--- config.mk ---
export PLATFORM = sky130hd
export DESIGN_NAME = multi_input_conditioner_flat
export DESIGN_NICKNAME = d
export VERILOG_FILES = /design/src/rtl/inputcond_pkg.sv /design/src/rtl/multi_input_conditioner_if.sv /design/src/rtl/inputconditioner_channel.sv /design/src/rtl/multi_input_conditioner.sv /design/src/flat_wrapper.sv
export SDC_FILE = /design/constraint.sdc
export NUM_CORES = 1
export LEC_CHECK = 0
export ABC_AREA = 1
export CORE_ASPECT_RATIO = 1.4
export CORE_UTILIZATION = 32
export CTS_BUF_LIST = sky130_fd_sc_hd__clkbuf_8
export CTS_CLUSTER_DIAMETER = 150
export DETAILED_ROUTE_END_ITERATION = 8
export PLACE_DENSITY = 0.61
export SLEW_MARGIN = 20
export SYNTH_ARGS = -nofsm -noshare
export SYNTH_HDL_FRONTEND = slang
export SYNTH_SLANG_ARGS = --single-unit
--- constraint.sdc ---
create_clock -name clk -period 2.2 [get_ports clk]
set_clock_uncertainty 0.15 [all_clocks]
set_input_delay 0.44 -clock clk [delete_from_list [all_inputs] [get_ports clk]]
set_output_delay 0.44 -clock clk [all_outputs]
set_load 0.1 [all_outputs]
--- src/rtl/inputcond_pkg.sv ---
// -----------------------------------------------------------------------------
// inputcond_pkg
// Shared definitions for the multi-channel input conditioner: default parameter
// values, the glitch counter width and a helper that returns the smallest
// debounce counter width able to hold WAIT_TIME-1.
// Optional feature macro used by the files that import this package:
//   INPUTCOND_GLITCH_COUNT_EN - adds per-channel saturating glitch counters.
// -----------------------------------------------------------------------------
package inputcond_pkg;

  // Smallest w such that 2**w > wait_time-1, with a floor of one bit.
  function automatic int min_cnt_width(input int wait_time);
    int w;
    w = 1;
    while ((32'd1 << w) < wait_time) w = w + 1;
    return w;
  endfunction

  localparam int DEF_NCHANNELS   = 4;
  localparam int DEF_SYNC_STAGES = 2;
  localparam int DEF_WAIT_TIME   = 3;
  localparam int DEF_CNT_WIDTH   = min_cnt_width(DEF_WAIT_TIME);
  localparam bit DEF_RESET_LEVEL = 1'b0;

  localparam int GLITCH_CNT_WIDTH = 8;

endpackage

--- src/rtl/multi_input_conditioner_if.sv ---
// -----------------------------------------------------------------------------
// multi_input_conditioner_if
// Bundles the per-channel data signals of the conditioner.
//   noisysignal   raw asynchronous inputs, one bit per channel
//   conditioned   debounced, synchronized levels
//   positiveedge  one-cycle pulse when a conditioned bit rises
//   negativeedge  one-cycle pulse when a conditioned bit falls
//   glitchclear   synchronous clear of all glitch counters (INPUTCOND_GLITCH_COUNT_EN)
//   glitchcount   8 bits per channel, channel i at [8i+7:8i] (INPUTCOND_GLITCH_COUNT_EN)
// master: the side that drives the raw inputs; slave: the conditioner itself.
// -----------------------------------------------------------------------------
interface multi_input_conditioner_if
  import inputcond_pkg::*;
#(
  parameter int NCHANNELS = DEF_NCHANNELS
);

  logic [NCHANNELS-1:0] noisysignal;
  logic [NCHANNELS-1:0] conditioned;
  logic [NCHANNELS-1:0] positiveedge;
  logic [NCHANNELS-1:0] negativeedge;

`ifdef INPUTCOND_GLITCH_COUNT_EN
  logic                                  glitchclear;
  logic [NCHANNELS*GLITCH_CNT_WIDTH-1:0] glitchcount;

  modport master (
    output noisysignal, glitchclear,
    input  conditioned, positiveedge, negativeedge, glitchcount
  );

  modport slave (
    input  noisysignal, glitchclear,
    output conditioned, positiveedge, negativeedge, glitchcount
  );
`else
  modport master (
    output noisysignal,
    input  conditioned, positiveedge, negativeedge
  );

  modport slave (
    input  noisysignal,
    output conditioned, positiveedge, negativeedge
  );
`endif

endinterface

--- src/rtl/inputconditioner_channel.sv ---
// -----------------------------------------------------------------------------
// inputconditioner_channel
// One conditioner channel: SYNC_STAGES-deep synchronizer, debounce counter,
// registered edge pulses and (with INPUTCOND_GLITCH_COUNT_EN) a saturating
// glitch counter.
//   clk, reset_n        clock and asynchronous active-low reset
//   noisy_i             raw asynchronous input
//   conditioned_o       debounced level
//   rise_o / fall_o     one-cycle pulses on 0->1 / 1->0 of conditioned_o
//   glitch_clear_i      synchronous clear of the glitch counter (macro only)
//   glitch_count_o      saturating count of rejected disagreement runs (macro only)
// -----------------------------------------------------------------------------
module inputconditioner_channel
  import inputcond_pkg::*;
#(
  parameter int SYNC_STAGES = DEF_SYNC_STAGES,
  parameter int WAIT_TIME   = DEF_WAIT_TIME,
  parameter int CNT_WIDTH   = DEF_CNT_WIDTH,
  parameter bit RESET_LEVEL = DEF_RESET_LEVEL
) (
  input  logic                        clk,
  input  logic                        reset_n,
  input  logic                        noisy_i,
`ifdef INPUTCOND_GLITCH_COUNT_EN
  input  logic                        glitch_clear_i,
  output logic [GLITCH_CNT_WIDTH-1:0] glitch_count_o,
`endif
  output logic                        conditioned_o,
  output logic                        rise_o,
  output logic                        fall_o
);

  localparam logic [CNT_WIDTH-1:0] CNT_LAST = CNT_WIDTH'(WAIT_TIME - 1);

  logic [SYNC_STAGES-1:0] sync_q;
  logic                   sync_out;
  logic [CNT_WIDTH-1:0]   cnt_q, cnt_d;
  logic                   cond_q, cond_d;
  logic                   rise_q, rise_d;
  logic                   fall_q, fall_d;

  // Stage 0 may go metastable; only the last stage feeds the debouncer.
  assign sync_out = sync_q[SYNC_STAGES-1];

  // NOTE: state flops use non-blocking assignments and reset asynchronously,
  // so every register updates from pre-edge values regardless of order.
  always_ff @(posedge clk or negedge reset_n) begin
    if (!reset_n) begin
      sync_q <= {SYNC_STAGES{RESET_LEVEL}};
      cnt_q  <= '0;
      cond_q <= RESET_LEVEL;
      rise_q <= 1'b0;
      fall_q <= 1'b0;
    end else begin
      sync_q <= {sync_q[SYNC_STAGES-2:0], noisy_i};
      cnt_q  <= cnt_d;
      cond_q <= cond_d;
      rise_q <= rise_d;
      fall_q <= fall_d;
    end
  end

  // Any cycle of agreement restarts the run; the run is accepted on its
  // WAIT_TIME-th disagreeing cycle, which is also when the pulse is raised.
  always_comb begin
    // NOTE: every output of this block gets a default first, so no path
    // leaves a value unassigned and no latch is inferred.
    cnt_d  = cnt_q;
    cond_d = cond_q;
    rise_d = 1'b0;
    fall_d = 1'b0;
    if (sync_out == cond_q) begin
      cnt_d = '0;
    end else if (cnt_q == CNT_LAST) begin
      cnt_d  = '0;
      cond_d = sync_out;
      rise_d = sync_out;
      fall_d = ~sync_out;
    end else begin
      cnt_d = cnt_q + 1'b1;
    end
  end

  assign conditioned_o = cond_q;
  assign rise_o        = rise_q;
  assign fall_o        = fall_q;

`ifdef INPUTCOND_GLITCH_COUNT_EN
  logic [GLITCH_CNT_WIDTH-1:0] glitch_q, glitch_d;
  logic                        glitch_hit;

  // A disagreement run that ends by agreement before acceptance is a glitch.
  assign glitch_hit = (cnt_q != '0) && (sync_out == cond_q);

  always_ff @(posedge clk or negedge reset_n) begin
    if (!reset_n) glitch_q <= '0;
    else          glitch_q <= glitch_d;
  end

  // Clear wins over a simultaneous increment; the count saturates at all-ones.
  always_comb begin
    glitch_d = glitch_q;
    if (glitch_clear_i)
      glitch_d = '0;
    else if (glitch_hit && (glitch_q != '1))
      glitch_d = glitch_q + 1'b1;
  end

  assign glitch_count_o = glitch_q;
`endif

endmodule

--- src/rtl/multi_input_conditioner.sv ---
// -----------------------------------------------------------------------------
// multi_input_conditioner
// N independent input conditioner channels: synchronize, debounce and emit
// one-cycle edge pulses for board-level buttons and switches.
//   clk      system clock
//   reset_n  asynchronous active-low reset
//   bus      multi_input_conditioner_if.slave:
//              noisysignal in, conditioned/positiveedge/negativeedge out,
//              glitchclear in / glitchcount out when INPUTCOND_GLITCH_COUNT_EN
//              is defined.
// The bus interface must be instantiated with the same NCHANNELS.
// -----------------------------------------------------------------------------
module multi_input_conditioner
  import inputcond_pkg::*;
#(
  parameter int NCHANNELS   = DEF_NCHANNELS,
  parameter int SYNC_STAGES = DEF_SYNC_STAGES,
  parameter int WAIT_TIME   = DEF_WAIT_TIME,
  parameter int CNT_WIDTH   = DEF_CNT_WIDTH,
  parameter bit RESET_LEVEL = DEF_RESET_LEVEL
) (
  input  logic                      clk,
  input  logic                      reset_n,
  multi_input_conditioner_if.slave  bus
);

  logic [NCHANNELS-1:0] cond_w;
  logic [NCHANNELS-1:0] rise_w;
  logic [NCHANNELS-1:0] fall_w;
`ifdef INPUTCOND_GLITCH_COUNT_EN
  logic [NCHANNELS*GLITCH_CNT_WIDTH-1:0] glitch_w;
`endif

  for (genvar ch = 0; ch < NCHANNELS; ch++) begin : g_chan
    inputconditioner_channel #(
      .SYNC_STAGES (SYNC_STAGES),
      .WAIT_TIME   (WAIT_TIME),
      .CNT_WIDTH   (CNT_WIDTH),
      .RESET_LEVEL (RESET_LEVEL)
    ) u_chan (
      .clk            (clk),
      .reset_n        (reset_n),
      .noisy_i        (bus.noisysignal[ch]),
`ifdef INPUTCOND_GLITCH_COUNT_EN
      .glitch_clear_i (bus.glitchclear),
      .glitch_count_o (glitch_w[ch*GLITCH_CNT_WIDTH +: GLITCH_CNT_WIDTH]),
`endif
      .conditioned_o  (cond_w[ch]),
      .rise_o         (rise_w[ch]),
      .fall_o         (fall_w[ch])
    );
  end

  assign bus.conditioned  = cond_w;
  assign bus.positiveedge = rise_w;
  assign bus.negativeedge = fall_w;
`ifdef INPUTCOND_GLITCH_COUNT_EN
  assign bus.glitchcount  = glitch_w;
`endif

endmodule

--- src/flat_wrapper.sv ---
// flat-port wrapper written by rule: the top's interface ports become plain ports
module multi_input_conditioner_flat import inputcond_pkg::*;
#(
  parameter int NCHANNELS   = DEF_NCHANNELS,
  parameter int SYNC_STAGES = DEF_SYNC_STAGES,
  parameter int WAIT_TIME   = DEF_WAIT_TIME,
  parameter int CNT_WIDTH   = DEF_CNT_WIDTH,
  parameter bit RESET_LEVEL = DEF_RESET_LEVEL
)
  (clk, reset_n, bus_noisysignal, bus_conditioned, bus_positiveedge, bus_negativeedge);
  multi_input_conditioner_if #(.NCHANNELS(NCHANNELS)) bus_i ();
  input  logic clk;
  input  logic reset_n;
  input wire logic [$bits(bus_i.noisysignal)-1:0] bus_noisysignal;
  output wire logic [$bits(bus_i.conditioned)-1:0] bus_conditioned;
  output wire logic [$bits(bus_i.positiveedge)-1:0] bus_positiveedge;
  output wire logic [$bits(bus_i.negativeedge)-1:0] bus_negativeedge;
  assign bus_i.noisysignal = bus_noisysignal;
  assign bus_conditioned = bus_i.conditioned;
  assign bus_positiveedge = bus_i.positiveedge;
  assign bus_negativeedge = bus_i.negativeedge;
  multi_input_conditioner #(.NCHANNELS(NCHANNELS), .SYNC_STAGES(SYNC_STAGES), .WAIT_TIME(WAIT_TIME), .CNT_WIDTH(CNT_WIDTH), .RESET_LEVEL(RESET_LEVEL)) u_core (.clk(clk), .reset_n(reset_n), .bus(bus_i));
endmodule
# ---- Word-level counts from Yosys, hierarchy flattened
# Cells that the tools add are included.
dict set report op_classes {
  addsub 4
  n_eq_ne 8
  mux 24
  bitwise 8
  reduce_logical 4
}
# op count
set op_table {}
lappend op_table {{1-bit 2-to-1 mux} 16}
lappend op_table {{2-bit 2-to-1 mux} 8}
lappend op_table {{2-bit by 1-bit adder with 2-bit output (second input constant)} 4}
lappend op_table {{2-bit equality test (second input constant)} 4}
lappend op_table {{1-bit NOT} 8}
lappend op_table {{2-bit AND reduction} 4}
lappend op_table {{1-bit equality test} 4}
dict set report word_totals {
  reg_bits 28
  out_inout_bits 12
  word_cells 68
}

# ---- Logic depth before layout (Yosys ltp)
dict set report depth {
  word_depth 3
  depth_mapped 4
  ltp_nobuf 4
}

# ---- By module
# From an unflattened synthesis, not the netlist that was laid out.
dict set report hier_totals {
  cells_unflattened 88
  hier_area_um2 960.9
}
# mod instances cells_each area_per_inst_um2 seq_area_each_um2
set by_module_without_submodules {}
lappend by_module_without_submodules {inputconditioner_channel 4 22 240.2 175.2}

# ---- Least setup slack after synthesis
# No wires, ideal clock.
dict set report synth_timing {
  path_kind {reg-to-output}
  start {reg u_core.g_chan[0].u_chan.cond_q}
  end {out bus_conditioned[0]}
  arrival_time_ps 665
  t_required_ps 1610
  slack_ps 945
  path_stages_with_launch 2
  path_buffers 1
  cell_sequence {dfrtp_1 > buf_4}
}
# item line
set synth_rtl {}
lappend synth_rtl {{start, declared} inputconditioner_channel.sv:38} ;# logic cond_q, cond_d;
lappend synth_rtl {{start signal, assigned} inputconditioner_channel.sv:57} ;# cond_q <= cond_d;
lappend synth_rtl {{end, declared} flat_wrapper.sv:15} ;# output wire logic [$bits(bus_i.conditioned)-1:0] bus_conditioned;
# No word-level cell between the ends.

# ---- Worst setup path after layout
dict set report layout_timing {
  start {reg u_core.g_chan[2].u_chan.cond_q}
  end {out bus_conditioned[2]}
}
# item line
set layout_rtl {}
lappend layout_rtl {{start, declared} inputconditioner_channel.sv:38}
lappend layout_rtl {{start signal, assigned} inputconditioner_channel.sv:57}
# No word-level cell between the ends.

==> metrics.md <==
| Metric | Value |
|---|---|
| Top Metal Used | met4 |
| Final Hold Fails | 0 |
| Crit path launch type | flip-flop |
| Synthesized area per cell | 10.51 sq um |
| CP max-delay cell | dfrtp_1 |
| Post-Synth Simple-Gate Area | 13.33% |
| Sequential share of the synthesized area | 66.67% |
| I/O Buffers | 17 |
| Top post-synthesis cells by area | dfrtp_1 67%, buf_4 8.6%, inv_1 5.7% |
| Endpoints failing setup | 0 |
| Initial Util | 33.65% |
| Syn Inst Count | 100 |
| Worst EP required | 1.61 ns |
| Total clock sinks | 28 |
| CTS H-tree lvls | 1 |
| Worst-path maximum fanout | 4 |
| Met1 WL | 585 um |
| I/O pin count | 18 |
| 1st-iter DRT viols | 14 |
| Num rows | 24 |
| Initial antenna violation count | 0 |
| Most numerous cell in the Yosys netlist | dfrtp_1 |
| EDFF count, synth | 0 |
| Post-synthesis compound-gate area fraction | 5.714% |
| Total track usage | 8.688% |
| Grt ovf | 0 |
| Die Y | 69.81 um |
| Fraction of layout cells with a size suffix above 1 | 22.73% |
| Net count, final | 117 |
| Clk_lat worst skew | 0.26 ns |
| Synth unique cells | 8 |
| Core area | 3123 sq um |
| Slew margin rel. | 77.90% |
| Largest net degree at the start of global routing | 29 |
| TritonCTS clock tree | built |
| Post-synthesis mux area share | 0% |
| Syn-to-layout area delta | 16.90% |
| Vias per inst | 3.872 |
| Final period utilization | 71.40% |
| Post-synth top flop | dfrtp_1 |
| Metal2 WL | 619 um |
| Routed wire length per instance | 8.564 um |
| CTS Hold Buffers Added | 0 |
| Peak Freq | 636.7 MHz |
| RSZ-0062 raised after global routing | false |
| Adder-Cell Fraction of Synth Area | 0% |
| Antenna diodes | 0 |
| Final-report max-slew violation count | 0 |
| CTS root buffer | clkbuf_8 |
| Routed Antenna Nets | 0 |
| Asr flop ratio synth | 100.0% |
| Detailed Place HPWL | 947.8 um |
| Yosys reg bits | 28 |
| VDD IR max | 0.0005669 V |
| Synth top cells by count | 28 x dfrtp_1, 16 x inv_1, 16 x nand2_1, 12 x buf_4 |
| DRC violations left | 0 |
| CP top delay family | flip-flops |
| Min-Delay Path Class | reg2reg |
| Clock slew at reported path FFs | 0.09 ns |
| Critical path class | reg2out |
| Slew @ Worst Pin | 0.3314 ns |
| First-pass GRT wire length | 2.304 mm |
| Area share of the largest cell type after synthesis | 66.67% |
| WP data arrival | 0.98 ns |
| Setup TNS | 0 ns |
| DIE WIDTH | 50.44 um |
| Crit. End Element | primary output |
| Cell accounting for the most synthesized area | dfrtp_1 |
| CTS max path bufs | 2 |
| Final WL | 1.276 mm |
| Max Cap Viol | 0 |
| Area after DPL | 1157 sq um |
| Leakage power | 0.6282 nW |
| Final min period | 1.571 ns |
| Crit-path cells | buf_4 |
| Finished Cell Area | 1229 sq um |
| Post-CTS Resized | 0 |
| Post-Syn Area | 1051 sq um |
| DIE AREA | 3521 sq um |
| Syn_nets | 106 |
| Max stage delay on crit path | 0.40 ns |
| Synth Warn # | 0 |
| Largest family of logic cells by synthesized area | buffers and inverters |
| Status | completed |
| Hold slack final | 0.2049 ns |
| Xor and xnor area share after synthesis | 0% |
| Cell Pwr Density | 1416 nW/um^2 |
| Worst Path Buf+Inv | 1 |
| Vias in the first global route | 549 |
| DR pass1 iterations | 2 |
| DR WL met3 | 61 um |
| Num CTS Buffers | 3 |
| Routed vias | 577 |
| Routability cong. | 0.7019 |
| Setup repair bufs after CTS | 0 |
flip-flops by register name, summed over array words and instances, names as in the netlist:
signal / flops
u_core.g_chan.u_chan.cnt_q: 8
u_core.g_chan.u_chan.conditioned_o: 4
u_core.g_chan.u_chan.rise_o: 4
u_core.g_chan.u_chan.fall_o: 4
u_core.g_chan.u_chan.sync_q: 8
kinds of logic after synthesis:
group / Yosys count
buffers and inverters: 28
and+or+nand+nor: 32
AOI/OAI and AO/OA: 12
DFF: 28
metal layers:
layer / vias to the layer above / GRT usage, %
li1: 303 / -
met1: 258 / 10.36
met2: 14 / 14.22
met3: 2 / 1.974
met4: 0 / 4.630
met5: - / 0
power breakdown:
group	switching [mW]	internal [mW]	total, mW
Combinational	0.507	0.151	0.658
Sequential	0.0727	0.622	0.695
Clock	0.143	0.243	0.386
path summary, 6_finish.rpt:
path                       slack [ns]  cells after the start                                           endpoint                                         startpoint
setup / recovery                 0.63                      1                                 bus_conditioned[2]  u_core.g_chan[2].u_chan.conditioned_o$_DFFE_PN0P_
hold / removal                   0.20                      0        u_core.g_chan[1].u_chan.sync_q[1]$_DFF_PN0_        u_core.g_chan[1].u_chan.sync_q[0]$_DFF_PN0_
setup reg to reg                 1.27                      4  u_core.g_chan[0].u_chan.conditioned_o$_DFFE_PN0P_         u_core.g_chan[0].u_chan.cnt_q[0]$_DFF_PN0_
hold reg to reg                  0.20                      0        u_core.g_chan[1].u_chan.sync_q[1]$_DFF_PN0_        u_core.g_chan[1].u_chan.sync_q[0]$_DFF_PN0_
max in group asynchronous        1.27                      2           u_core.g_chan[1].u_chan.fall_o$_DFF_PN0_                                            reset_n
min in group asynchronous        0.38                      2        u_core.g_chan[0].u_chan.sync_q[0]$_DFF_PN0_                                            reset_n
through the flow:
step	setup slack (ns)	utilization [%]	cells	power (mW)
3_3_place_gp	0.9315	37.06	145	1.347
6_report	0.6293	39.34	149	1.740
2_1_floorplan	0.9446	-	100	1.293
5_1_grt	0.5695	39.34	149	1.841
4_1_cts	0.6130	39.34	149	1.766
3_5_place_dp	0.9234	37.06	145	1.368
placed cells by master (no fill, tap or decap):
| master | n |
|---|---|
| clkbuf_8 | 3 |
| inv_1 | 16 |
| dfrtp_1 | 28 |
| nor2_1 | 8 |
| nand2_2 | 8 |
| a21oi_1 | 8 |
| o21ai_1 | 4 |
| clkdlybuf4s50_1 | 5 |
| bufinv_16 | 1 |
| buf_4 | 13 |
| nand2_1 | 16 |
area by class of cell:
class / instances / area, sq um
inverters: 16 / 60.06
clock buffers: 3 / 41.29
well taps: 39 / 48.80
fillers: 323 / 1894
repair buffers: 18 / 147.6
clock inverters: 1 / 30.03
flip-flops and latches: 28 / 700.7
multi-input cells: 44 / 200.2
Note: power is estimated with default switching activity, not from simulation.
